File: src/rtl/rtc_bus_arbiter_if.sv
// Bus bundle between the RTC requesting machines, the arbiter and the protocol engine.
// The master modport is the arbiter's view; the slave modport is the clients' and engine's view.
interface rtc_bus_arbiter_if #(
  parameter int N_CLIENTS = 3,
  parameter int AW        = 8,
  parameter int DW        = 8
);
  logic [N_CLIENTS-1:0]    req;
  logic [N_CLIENTS-1:0]    req_write;
  logic [N_CLIENTS*AW-1:0] req_addr;
  logic [N_CLIENTS*DW-1:0] req_wdata;
  logic [N_CLIENTS-1:0]    gnt;
  logic [N_CLIENTS-1:0]    rd_valid;
  logic [DW-1:0]           rd_data;
  logic [N_CLIENTS-1:0]    err;
  logic                    txn_start;
  logic                    txn_write;
  logic [AW-1:0]           txn_addr;
  logic [DW-1:0]           txn_wdata;
  logic                    txn_done;
  logic [DW-1:0]           txn_rdata;
  logic                    busy;

  modport master (
    input  req, req_write, req_addr, req_wdata, txn_done, txn_rdata,
    output gnt, rd_valid, rd_data, err, txn_start, txn_write, txn_addr, txn_wdata, busy
  );

  modport slave (
    output req, req_write, req_addr, req_wdata, txn_done, txn_rdata,
    input  gnt, rd_valid, rd_data, err, txn_start, txn_write, txn_addr, txn_wdata, busy
  );
endinterface

File: src/rtl/rtc_bus_arbiter.sv
// Arbiter/sequencer for the shared RTC protocol engine: one client owns the engine per
// transaction, with fixed or rotating priority, a per-transaction timeout and forced guard gaps.
module rtc_bus_arbiter #(
  parameter int N_CLIENTS      = 3,
  parameter int AW             = 8,
  parameter int DW             = 8,
  parameter int ROUND_ROBIN    = 0,
  parameter int GUARD_CYCLES   = 2,
  parameter int TIMEOUT_CYCLES = 255
) (
  input  logic                clk,
  input  logic                reset,
  rtc_bus_arbiter_if.master   bus
);

  localparam int PW   = $clog2(N_CLIENTS);
  localparam int CMAX = (TIMEOUT_CYCLES > GUARD_CYCLES) ? TIMEOUT_CYCLES : GUARD_CYCLES;
  localparam int CW   = $clog2(CMAX + 1);

  typedef enum logic [1:0] {
    S_IDLE,
    S_GRANT,
    S_WAIT,
    S_GUARD
  } state_e;

  state_e                state_q, state_d;
  logic [CW-1:0]         cnt_q, cnt_d;
  logic [PW-1:0]         ptr_q, ptr_d;
  logic [PW-1:0]         owner_q, owner_d;
  logic [N_CLIENTS-1:0]  gnt_q, gnt_d;
  logic [N_CLIENTS-1:0]  rd_valid_q, rd_valid_d;
  logic [N_CLIENTS-1:0]  err_q, err_d;
  logic [DW-1:0]         rd_data_q, rd_data_d;
  logic                  txn_start_q, txn_start_d;
  logic                  txn_write_q, txn_write_d;
  logic [AW-1:0]         txn_addr_q, txn_addr_d;
  logic [DW-1:0]         txn_wdata_q, txn_wdata_d;
  logic                  busy_q, busy_d;

  // Per-client payload unpacked once so the winner can be indexed directly.
  logic [AW-1:0]         addr_arr  [N_CLIENTS];
  logic [DW-1:0]         wdata_arr [N_CLIENTS];

  always_comb begin
    for (int i = 0; i < N_CLIENTS; i++) begin
      addr_arr[i]  = bus.req_addr[i*AW +: AW];
      wdata_arr[i] = bus.req_wdata[i*DW +: DW];
    end
  end

  // Winner search starts at the rotating pointer in round-robin mode, at client 0 otherwise.
  logic [PW-1:0] start_idx;
  logic [PW-1:0] idx;
  logic [PW-1:0] win;
  logic          found;
  int            pos;

  always_comb begin
    start_idx = (ROUND_ROBIN != 0) ? ptr_q : '0;
    win       = '0;
    found     = 1'b0;
    idx       = '0;
    pos       = 0;
    for (int k = 0; k < N_CLIENTS; k++) begin
      pos = int'(start_idx) + k;
      if (pos >= N_CLIENTS) pos = pos - N_CLIENTS;
      idx = PW'(pos);
      if (!found && bus.req[idx]) begin
        win   = idx;
        found = 1'b1;
      end
    end
  end

  // NOTE: every signal written here gets a default first, so no path can leave one
  // unassigned and infer a latch.
  always_comb begin
    state_d     = state_q;
    cnt_d       = cnt_q;
    ptr_d       = ptr_q;
    owner_d     = owner_q;
    gnt_d       = gnt_q;
    rd_valid_d  = '0;
    err_d       = '0;
    rd_data_d   = rd_data_q;
    txn_start_d = 1'b0;
    txn_write_d = txn_write_q;
    txn_addr_d  = txn_addr_q;
    txn_wdata_d = txn_wdata_q;

    unique case (state_q)
      S_IDLE: begin
        if (found) begin
          state_d     = S_GRANT;
          owner_d     = win;
          gnt_d       = {{(N_CLIENTS-1){1'b0}}, 1'b1} << win;
          txn_start_d = 1'b1;
          txn_write_d = bus.req_write[win];
          txn_addr_d  = addr_arr[win];
          txn_wdata_d = bus.req_write[win] ? wdata_arr[win] : '0;
          ptr_d       = (win == PW'(N_CLIENTS - 1)) ? '0 : win + 1'b1;
          cnt_d       = '0;
        end
      end

      S_GRANT, S_WAIT: begin
        if (bus.txn_done) begin
          // Completion has priority over a timeout landing on the same edge.
          gnt_d   = '0;
          cnt_d   = '0;
          state_d = (GUARD_CYCLES == 0) ? S_IDLE : S_GUARD;
          if (!txn_write_q) begin
            rd_data_d           = bus.txn_rdata;
            rd_valid_d[owner_q] = 1'b1;
          end
        end else if (state_q == S_GRANT) begin
          state_d = S_WAIT;
          cnt_d   = '0;
        end else if (cnt_q == CW'(TIMEOUT_CYCLES - 1)) begin
          gnt_d          = '0;
          cnt_d          = '0;
          err_d[owner_q] = 1'b1;
          state_d        = (GUARD_CYCLES == 0) ? S_IDLE : S_GUARD;
        end else begin
          cnt_d = cnt_q + 1'b1;
        end
      end

      S_GUARD: begin
        if (cnt_q == CW'(GUARD_CYCLES - 1)) begin
          state_d = S_IDLE;
          cnt_d   = '0;
        end else begin
          cnt_d = cnt_q + 1'b1;
        end
      end

      default: state_d = S_IDLE;
    endcase

    busy_d = (state_d != S_IDLE);
  end

  // NOTE: sequential state uses non-blocking assignments so every flop samples the
  // pre-edge values of its inputs regardless of statement order.
  always_ff @(posedge clk) begin
    if (reset) begin
      state_q     <= S_IDLE;
      cnt_q       <= '0;
      ptr_q       <= '0;
      owner_q     <= '0;
      gnt_q       <= '0;
      rd_valid_q  <= '0;
      err_q       <= '0;
      rd_data_q   <= '0;
      txn_start_q <= 1'b0;
      txn_write_q <= 1'b0;
      txn_addr_q  <= '0;
      txn_wdata_q <= '0;
      busy_q      <= 1'b0;
    end else begin
      state_q     <= state_d;
      cnt_q       <= cnt_d;
      ptr_q       <= ptr_d;
      owner_q     <= owner_d;
      gnt_q       <= gnt_d;
      rd_valid_q  <= rd_valid_d;
      err_q       <= err_d;
      rd_data_q   <= rd_data_d;
      txn_start_q <= txn_start_d;
      txn_write_q <= txn_write_d;
      txn_addr_q  <= txn_addr_d;
      txn_wdata_q <= txn_wdata_d;
      busy_q      <= busy_d;
    end
  end

  assign bus.gnt       = gnt_q;
  assign bus.rd_valid  = rd_valid_q;
  assign bus.rd_data   = rd_data_q;
  assign bus.err       = err_q;
  assign bus.txn_start = txn_start_q;
  assign bus.txn_write = txn_write_q;
  assign bus.txn_addr  = txn_addr_q;
  assign bus.txn_wdata = txn_wdata_q;
  assign bus.busy      = busy_q;

endmodule

File: src/flat_wrapper.sv
// flat-port wrapper written by rule: the top's interface ports become plain ports
module rtc_bus_arbiter_flat 
#(
  parameter int N_CLIENTS      = 3,
  parameter int AW             = 8,
  parameter int DW             = 8,
  parameter int ROUND_ROBIN    = 0,
  parameter int GUARD_CYCLES   = 2,
  parameter int TIMEOUT_CYCLES = 255
)
  (clk, reset, bus_req, bus_req_write, bus_req_addr, bus_req_wdata, bus_txn_done, bus_txn_rdata, bus_gnt, bus_rd_valid, bus_rd_data, bus_err, bus_txn_start, bus_txn_write, bus_txn_addr, bus_txn_wdata, bus_busy);
  rtc_bus_arbiter_if #(.N_CLIENTS(N_CLIENTS), .AW(AW), .DW(DW)) bus_i ();
  input  logic clk;
  input  logic reset;
  input wire logic [$bits(bus_i.req)-1:0] bus_req;
  input wire logic [$bits(bus_i.req_write)-1:0] bus_req_write;
  input wire logic [$bits(bus_i.req_addr)-1:0] bus_req_addr;
  input wire logic [$bits(bus_i.req_wdata)-1:0] bus_req_wdata;
  input wire logic [$bits(bus_i.txn_done)-1:0] bus_txn_done;
  input wire logic [$bits(bus_i.txn_rdata)-1:0] bus_txn_rdata;
  output wire logic [$bits(bus_i.gnt)-1:0] bus_gnt;
  output wire logic [$bits(bus_i.rd_valid)-1:0] bus_rd_valid;
  output wire logic [$bits(bus_i.rd_data)-1:0] bus_rd_data;
  output wire logic [$bits(bus_i.err)-1:0] bus_err;
  output wire logic [$bits(bus_i.txn_start)-1:0] bus_txn_start;
  output wire logic [$bits(bus_i.txn_write)-1:0] bus_txn_write;
  output wire logic [$bits(bus_i.txn_addr)-1:0] bus_txn_addr;
  output wire logic [$bits(bus_i.txn_wdata)-1:0] bus_txn_wdata;
  output wire logic [$bits(bus_i.busy)-1:0] bus_busy;
  assign bus_i.req = bus_req;
  assign bus_i.req_write = bus_req_write;
  assign bus_i.req_addr = bus_req_addr;
  assign bus_i.req_wdata = bus_req_wdata;
  assign bus_i.txn_done = bus_txn_done;
  assign bus_i.txn_rdata = bus_txn_rdata;
  assign bus_gnt = bus_i.gnt;
  assign bus_rd_valid = bus_i.rd_valid;
  assign bus_rd_data = bus_i.rd_data;
  assign bus_err = bus_i.err;
  assign bus_txn_start = bus_i.txn_start;
  assign bus_txn_write = bus_i.txn_write;
  assign bus_txn_addr = bus_i.txn_addr;
  assign bus_txn_wdata = bus_i.txn_wdata;
  assign bus_busy = bus_i.busy;
  rtc_bus_arbiter #(.N_CLIENTS(N_CLIENTS), .AW(AW), .DW(DW), .ROUND_ROBIN(ROUND_ROBIN), .GUARD_CYCLES(GUARD_CYCLES), .TIMEOUT_CYCLES(TIMEOUT_CYCLES)) u_core (.clk(clk), .reset(reset), .bus(bus_i));
endmodule
File: config.mk
export PLATFORM = sky130hd
export DESIGN_NAME = rtc_bus_arbiter_flat
export DESIGN_NICKNAME = d
export VERILOG_FILES = /design/src/rtl/rtc_bus_arbiter_if.sv /design/src/rtl/rtc_bus_arbiter.sv /design/src/flat_wrapper.sv
export SDC_FILE = /design/constraint.sdc
export NUM_CORES = 1
export LEC_CHECK = 0
export ABC_CLOCK_PERIOD_IN_PS = 2700
export CAP_MARGIN = 40
export CORE_ASPECT_RATIO = 1.2
export CORE_MARGIN = 2
export CORE_UTILIZATION = 35
export CTS_CLUSTER_DIAMETER = 30
export DETAILED_ROUTE_END_ITERATION = 8
export PLACE_DENSITY_LB_ADDON = 0.25
export SYNTH_ARGS = -nofsm -noshare
export SYNTH_HDL_FRONTEND = slang
export SYNTH_SLANG_ARGS = --single-unit
File: constraint.sdc
create_clock -name clk -period 2.7 [get_ports clk]
set_clock_uncertainty 0.15 [all_clocks]
set_input_delay 0.675 -clock clk [delete_from_list [all_inputs] [get_ports clk]]
set_output_delay 0.675 -clock clk [all_outputs]
set_load 0.02 [all_outputs]
==> out/results.txt, run 1 <==
pin count of the biggest net entering global routing: 19
CTS tree: built
number of global-route vias before repair: 2,267
Area Overhead vs Synth: 52.8%
Detailed Place HPWL: 4860 um
Distinct cells, synth: 53
1st-pass router iterations: 4
PwrDens: 667 mW/mm^2
Placer Congestion: 0.776
arrival time worst endpoint: 2420 ps
most common cell after layout, fill and taps aside: clkdlybuf4s50_1
WS Path Type: in -> reg
root buf cell: clkbuf_8
number of routed nets with antenna violations: 0
Max Cap Viol: 0
die area: 0.00728 mm^2
LEAKAGE: 0.00129 uW
Max IR drop VDD: 0.322 mV
final wirelength: 6320 um
Setup Buffers After CTS: 0
chip width: 78.2 um
syn_nets: 325
DR WL/cell: 14.2 um
initial antenna violation count: 0
Startpoint Class: primary input
register area share after synthesis: 41.5%
Tmin final: 2340 ps
H-tree Lvls: 2
Initial Utilization: 36.1%
quantity of gates resized following cts: 0
first-pass GRT wire length: 10,500 um
gr usage total: 17.8%
Crit. End Element: flip-flop
netlist area before placement: 0.00231 mm^2
Final Hold Vio Count: 0
CTS clk-pin slew, worst paths: 90 ps
Max clock buf depth: 2
worst-margin pin slew: 704 ps
worst skew pair latency: 290 ps
Clock Sinks: 48
slew margin rel.: 53.0%
Starting DRT DRC Count: 101
most frequent cells in the layout: 100 x clkdlybuf4s50_1, 48 x dfxtp_1, 22 x a21oi_1, 21 x nor2_1, 18 x nand2_1
Final Setup Violations: 0
# port buffers: 100
drt drc: 0
Post-synth ARST share: 0%
antenna diode count: 0
final cycle utilization of the critical path: 86.5%
CP Max Fanout: 17
share of layout cells above drive strength 1: 8.64%
Rows: 32
Post-synth top flop: dfxtp_1
Post-synth EDFFs: 0
DR vias/cell: 5.18
Setup TNS: 0 ps
core area: 0.00641 mm^2
layout net count: 430
DR vias: 2,301
gr ovfl total: 0
Critical Path RT: 2780 ps
Seq cells post-synth: 48
yosys warns: 0
fmax: 428 MHz
syn_area_per_cell: 9.15 um^2
Power, Total: 2360 uW
status: complete, no violations
Syn Inst Count: 253
io pins: 101
fin. max-slew vios: 0
worst min-delay path category: reg -> reg
total CTS buffers: 5
RSZ-0062 raised after global routing: no
die height: 93.1 um
CTS Hold Bufs: 0
## Yosys cell counts, drive strengths merged, types with 6 or more instances
library cell,number,area (um^2)
dfxtp,48,961
nor2,23,91.3
a21oi,22,110
nand2,18,67.6
o21ai,15,75.1
buf,11,61.3
a221oi,9,85.1
a22o,9,78.8
mux2i,9,90.1
nor3,9,50.1
o2bb2ai,8,70.1
ha,7,87.6
inv,6,22.5
## routing by layer
metal / track usage [%] / vias up / share of wire, %
li1: - / 1158 / -
met1: 21.0 / 1065 / 43
met2: 32.5 / 71 / 50
met3: 4.44 / 7 / 5.5
met4: 3.95 / 0 / 0.92
met5: 0 / - / 0
## final timing paths
| check | from | endpoint | slack (ps) | depth (start not counted) |
|---|---|---|---|---|
| worst max-delay path | bus_req[0] | u_core.bus.txn_wdata[6] | 360 | 6 |
| worst min-delay path | u_core.bus.txn_wdata[6] | u_core.bus.txn_wdata[6] | 320 | 1 |
| worst max register to register | u_core.state_q[0] | u_core.cnt_q[7] | 430 | 6 |
| worst min register to register | u_core.bus.txn_wdata[6] | u_core.bus.txn_wdata[6] | 320 | 1 |
## per-stage QoR
stage               area, um^2  util, %  setup WS (ps)  hold WS (ps)  cells
detailed placement        3450     53.8           42.0           302    436
CTS                       3540     55.2            350           325    444
floorplan                 2310        -            689           305    253
global route              3540     55.2            216           343    444
global placement          3450     53.8           94.0           297    436
finish                    3540     55.2            364           324    444
## cell families (layout without fill, tap and decap cells)
logic type | after synthesis | in the layout | synth area share [%]
XOR/XNOR | 1 | 1 | 0.378
multiplexers | 9 | 9 | 3.89
buffers and inverters | 22 | 128 | 4.49
AO/OA/AOI/OAI | 87 | 87 | 27.1
flip-flops | 48 | 48 | 41.5
AND/OR/NAND/NOR | 79 | 79 | 18.9
adder cells (fa/ha/maj) | 7 | 7 | 3.78
## report_power, final
| part | leakage [uW] | total [uW] | switching (uW) | internal, uW |
|---|---|---|---|---|
| registers | 0.000392 | 902 | 71.9 | 831 |
| clock network | 0.0000455 | 440 | 231 | 209 |
| logic | 0.000858 | 1020 | 522 | 494 |
| total | 0.00129 | 2360 | 825 | 1530 |
## state kept, by name (all words and copies together), names as in the netlist
| signal | flops |
|---|---|
| u_core.bus.txn_wdata | 8 |
| u_core.bus.txn_write | 1 |
| u_core.owner_q | 2 |
| u_core.bus.rd_data | 8 |
| u_core.bus.busy | 1 |
| u_core.cnt_q | 8 |
| u_core.bus.txn_addr | 8 |
| u_core.bus.gnt | 3 |
| u_core.bus.txn_start | 1 |
| u_core.state_q | 2 |
| u_core.bus.rd_valid | 3 |
| u_core.bus.err | 3 |
## area by class of cell
type,instances,area (um^2)
Multi-Input combinational cell,183,1250
Inverter,6,22.5
Timing Repair Buffer,114,1110
Clock buffer,8,90.1
Fill cell,620,2870
Sequential cell,48,961
Tap cell,85,106
## critical path, cell delays in order
cell	delay, ps
clkdlybuf4s50_1	600
buf_4	170
nor2b_1	90
nor2_2	560
a21oi_1	160
o2bb2ai_1	150
No activity file was read; power rests on OpenSTA's default activity.
==> inputs of run 2 (changes only) <==
Settings changed: CTS_BUF_LIST set to sky130_fd_sc_hd__clkbuf_8, GPL_TIMING_DRIVEN set to 0, SLEW_MARGIN set to 30.
==> run 2 against run 1 <==
Combinational power barely moved. Critical path depth did not move. Core utilization fell by 0.49 points. Flip-flop and latch count did not move. Fmax fell by 4.0%. Register-to-register slack improved by 30 ps. Power barely moved. First-iteration DRC count rose by 20%. Cell area fell by 0.88%. Sequential share of layout area rose by 0.24 points. Count of clock-buffer cells in the layout fell by 2. Critical path type unchanged. Highest routed layer unchanged.
==> out/results.txt, run 2 (same netlist as run 1, synthesis figures left out) <==
worst-margin pin slew: 609 ps (-94.5 ps)
fin cells: 445 (+0.23%)
FF-to-FF Start: u_core.state_q[0]
Worst Hold Depth: 1 (unchanged)
worst min-delay path category: reg -> reg
Final Hold Vio Count: 0 (unchanged)
multi-input logic area: 0.00125 mm^2 (unchanged)
die height: 93.1 um (unchanged)
Startpoint Class: primary input
CTS clk-pin slew, worst paths: 90 ps (about the same)
Final Setup Violations: 0 (unchanged)
io pins: 101 (unchanged)
1st-pass router iterations: 4 (unchanged)
final wirelength: 6480 um (+2.4%)
root buf cell: clkbuf_8
WS Path Type: in -> reg
core area: 0.00641 mm^2 (unchanged)
share of layout cells above drive strength 1: 8.06% (-0.58 points)
fin. max-slew vios: 0 (unchanged)
Setup Buffers After CTS: 0 (unchanged)
Starting DRT DRC Count: 121 (+20%)
DR vias/cell: 5.21 (+0.47%)
gr ovfl total: 0 (unchanged)
number of fill cells: 643 (+3.7%)
depth of the most critical reg-to-reg path: 7 (+1)
Max IR drop VDD: 0.310 mV (-3.7%)
sequence of cells on the critical path: clkdlybuf4s50_1 -> nor3_1 -> nor2b_1 -> clkbuf_1 -> nor2_2 -> o2bb2ai_1
status: complete, no violations
drt drc: 0 (unchanged)
LEAKAGE: 0.00128 uW (-1.3%)
gr usage total: 18.0% (+0.15 points)
Critical Path RT: 2780 ps (about the same)
layout net count: 431 (+0.23%)
# port buffers: 99 (-1.0%)
arrival time worst endpoint: 2510 ps (+90 ps)
slowest CP cell: clkdlybuf4s50_1
CTS tree: built
Max Cap Viol: 0 (unchanged)
final cycle utilization of the critical path: 90.1% (+3.6 points)
CP max stage delay: 560 ps (-40 ps)
Rows: 32 (unchanged)
number of routed nets with antenna violations: 0 (unchanged)
FF-to-FF End: u_core.cnt_q[7]
most common cell after layout, fill and taps aside: clkdlybuf4s50_1
slew margin rel.: 59.1% (+6.1 points)
die area: 0.00728 mm^2 (unchanged)
pin count of the biggest net entering global routing: 15 (-4)
Tmin final: 2430 ps (+96.5 ps)
Initial Utilization: 36.1% (unchanged)
chip width: 78.2 um (unchanged)
hold_sp: u_core.bus.txn_wdata[1]
Max clock buf depth: 2 (unchanged)
R2R setup slack: 460 ps (+30 ps)
crit-path leading delay family: simple AND/OR/NAND/NOR gates
DR WL/cell: 14.6 um (+2.2%)
quantity of gates resized following cts: 0 (unchanged)
number of global-route vias before repair: 2,402 (+6.0%)
DP Cell Count: 437 (+0.23%)
first-pass GRT wire length: 10,700 um (+2.1%)
Setup TNS: 0 ps (unchanged)
Crit. End Element: flip-flop
Detailed Place HPWL: 4920 um (+1.2%)
hold path endpoint: u_core.bus.txn_wdata[1]
Area Overhead vs Synth: 51.4%
Placer Congestion: 0.815 (+5.1%)
DR vias: 2,317 (+0.70%)
H-tree Lvls: 2 (unchanged)
antenna diode count: 0 (unchanged)
worst skew pair latency: 300 ps (about the same)
RSZ-0062 raised after global routing: no
fmax: 411 MHz (-4.0%)
Clock Sinks: 48 (unchanged)
PwrDens: 673 mW/mm^2 (+0.83%)
CP Max Fanout: 10 (-7)
total CTS buffers: 5 (unchanged)
CP bufs+invs: 2 (unchanged)
most frequent cells in the layout: 99 x clkdlybuf4s50_1, 48 x dfxtp_1, 22 x a21oi_1, 21 x nor2_1, 18 x nand2_1
register area: 961 um^2 (unchanged)
initial antenna violation count: 0 (unchanged)
CTS Hold Bufs: 0 (unchanged)
-- run 2: area by class of cell --
| type | count | area share (%) |
|---|---|---|
| timing repair buffer | 99 | 28.3 |
| clock buffer | 6 | 2.36 |
| inverter | 6 | 0.643 |
| sequential | 48 | 27.4 |
| multi-input combinational | 183 | 35.7 |
| tap | 85 | 3.03 |
| buffer | 16 | 2.32 |
| clock inverter | 2 | 0.286 |
-- run 2: stage by stage --
step / setup WS, ps / power [uW] / util [%] / instance area [um^2] / hold slack [ps]
CTS: 263 / 2370 / 54.7 / 3500 / 326
floorplan: 689 / 1490 / - / 2310 / 305
finish: 267 / 2360 / 54.7 / 3500 / 323
global placement: -15.3 / 1910 / 53.3 / 3410 / 293
global route: 95.3 / 2490 / 54.7 / 3500 / 340
detailed placement: -51.9 / 1920 / 53.3 / 3410 / 298
-- run 2: worst max path at each step --
stage | to | slack [ps] | cells after the start | startpoint
after detailed placement | u_core.bus.txn_wdata[0] | -50 | 6 | bus_req[1]
after global placement | u_core.bus.txn_wdata[1] | -20 | 6 | bus_req[1]
after floorplan | u_core.cnt_q[5] | 690 | 6 | bus_req[0]
after global routing | u_core.bus.txn_wdata[0] | 100 | 6 | bus_req[1]
after CTS | u_core.bus.txn_wdata[0] | 260 | 6 | bus_req[1]
final | u_core.bus.txn_wdata[0] | 270 | 6 | bus_req[1]
-- run 2: report_power, final --
| group | total (uW) | internal (uW) | switching, uW |
|---|---|---|---|
| clock network | 450 | 205 | 245 |
| registers | 904 | 831 | 73.4 |
| logic | 1000 | 473 | 531 |
| total | 2360 | 1510 | 849 |
-- run 2: per-layer routing --
metal / GRT usage (%) / wire, um / up-vias
li1: - / - / 1157
met1: 20.5 / 2800 / 1087
met2: 32.3 / 3190 / 66
met3: 5.12 / 417 / 7
met4: 5.85 / 76 / 0
met5: 0 / 0 / -
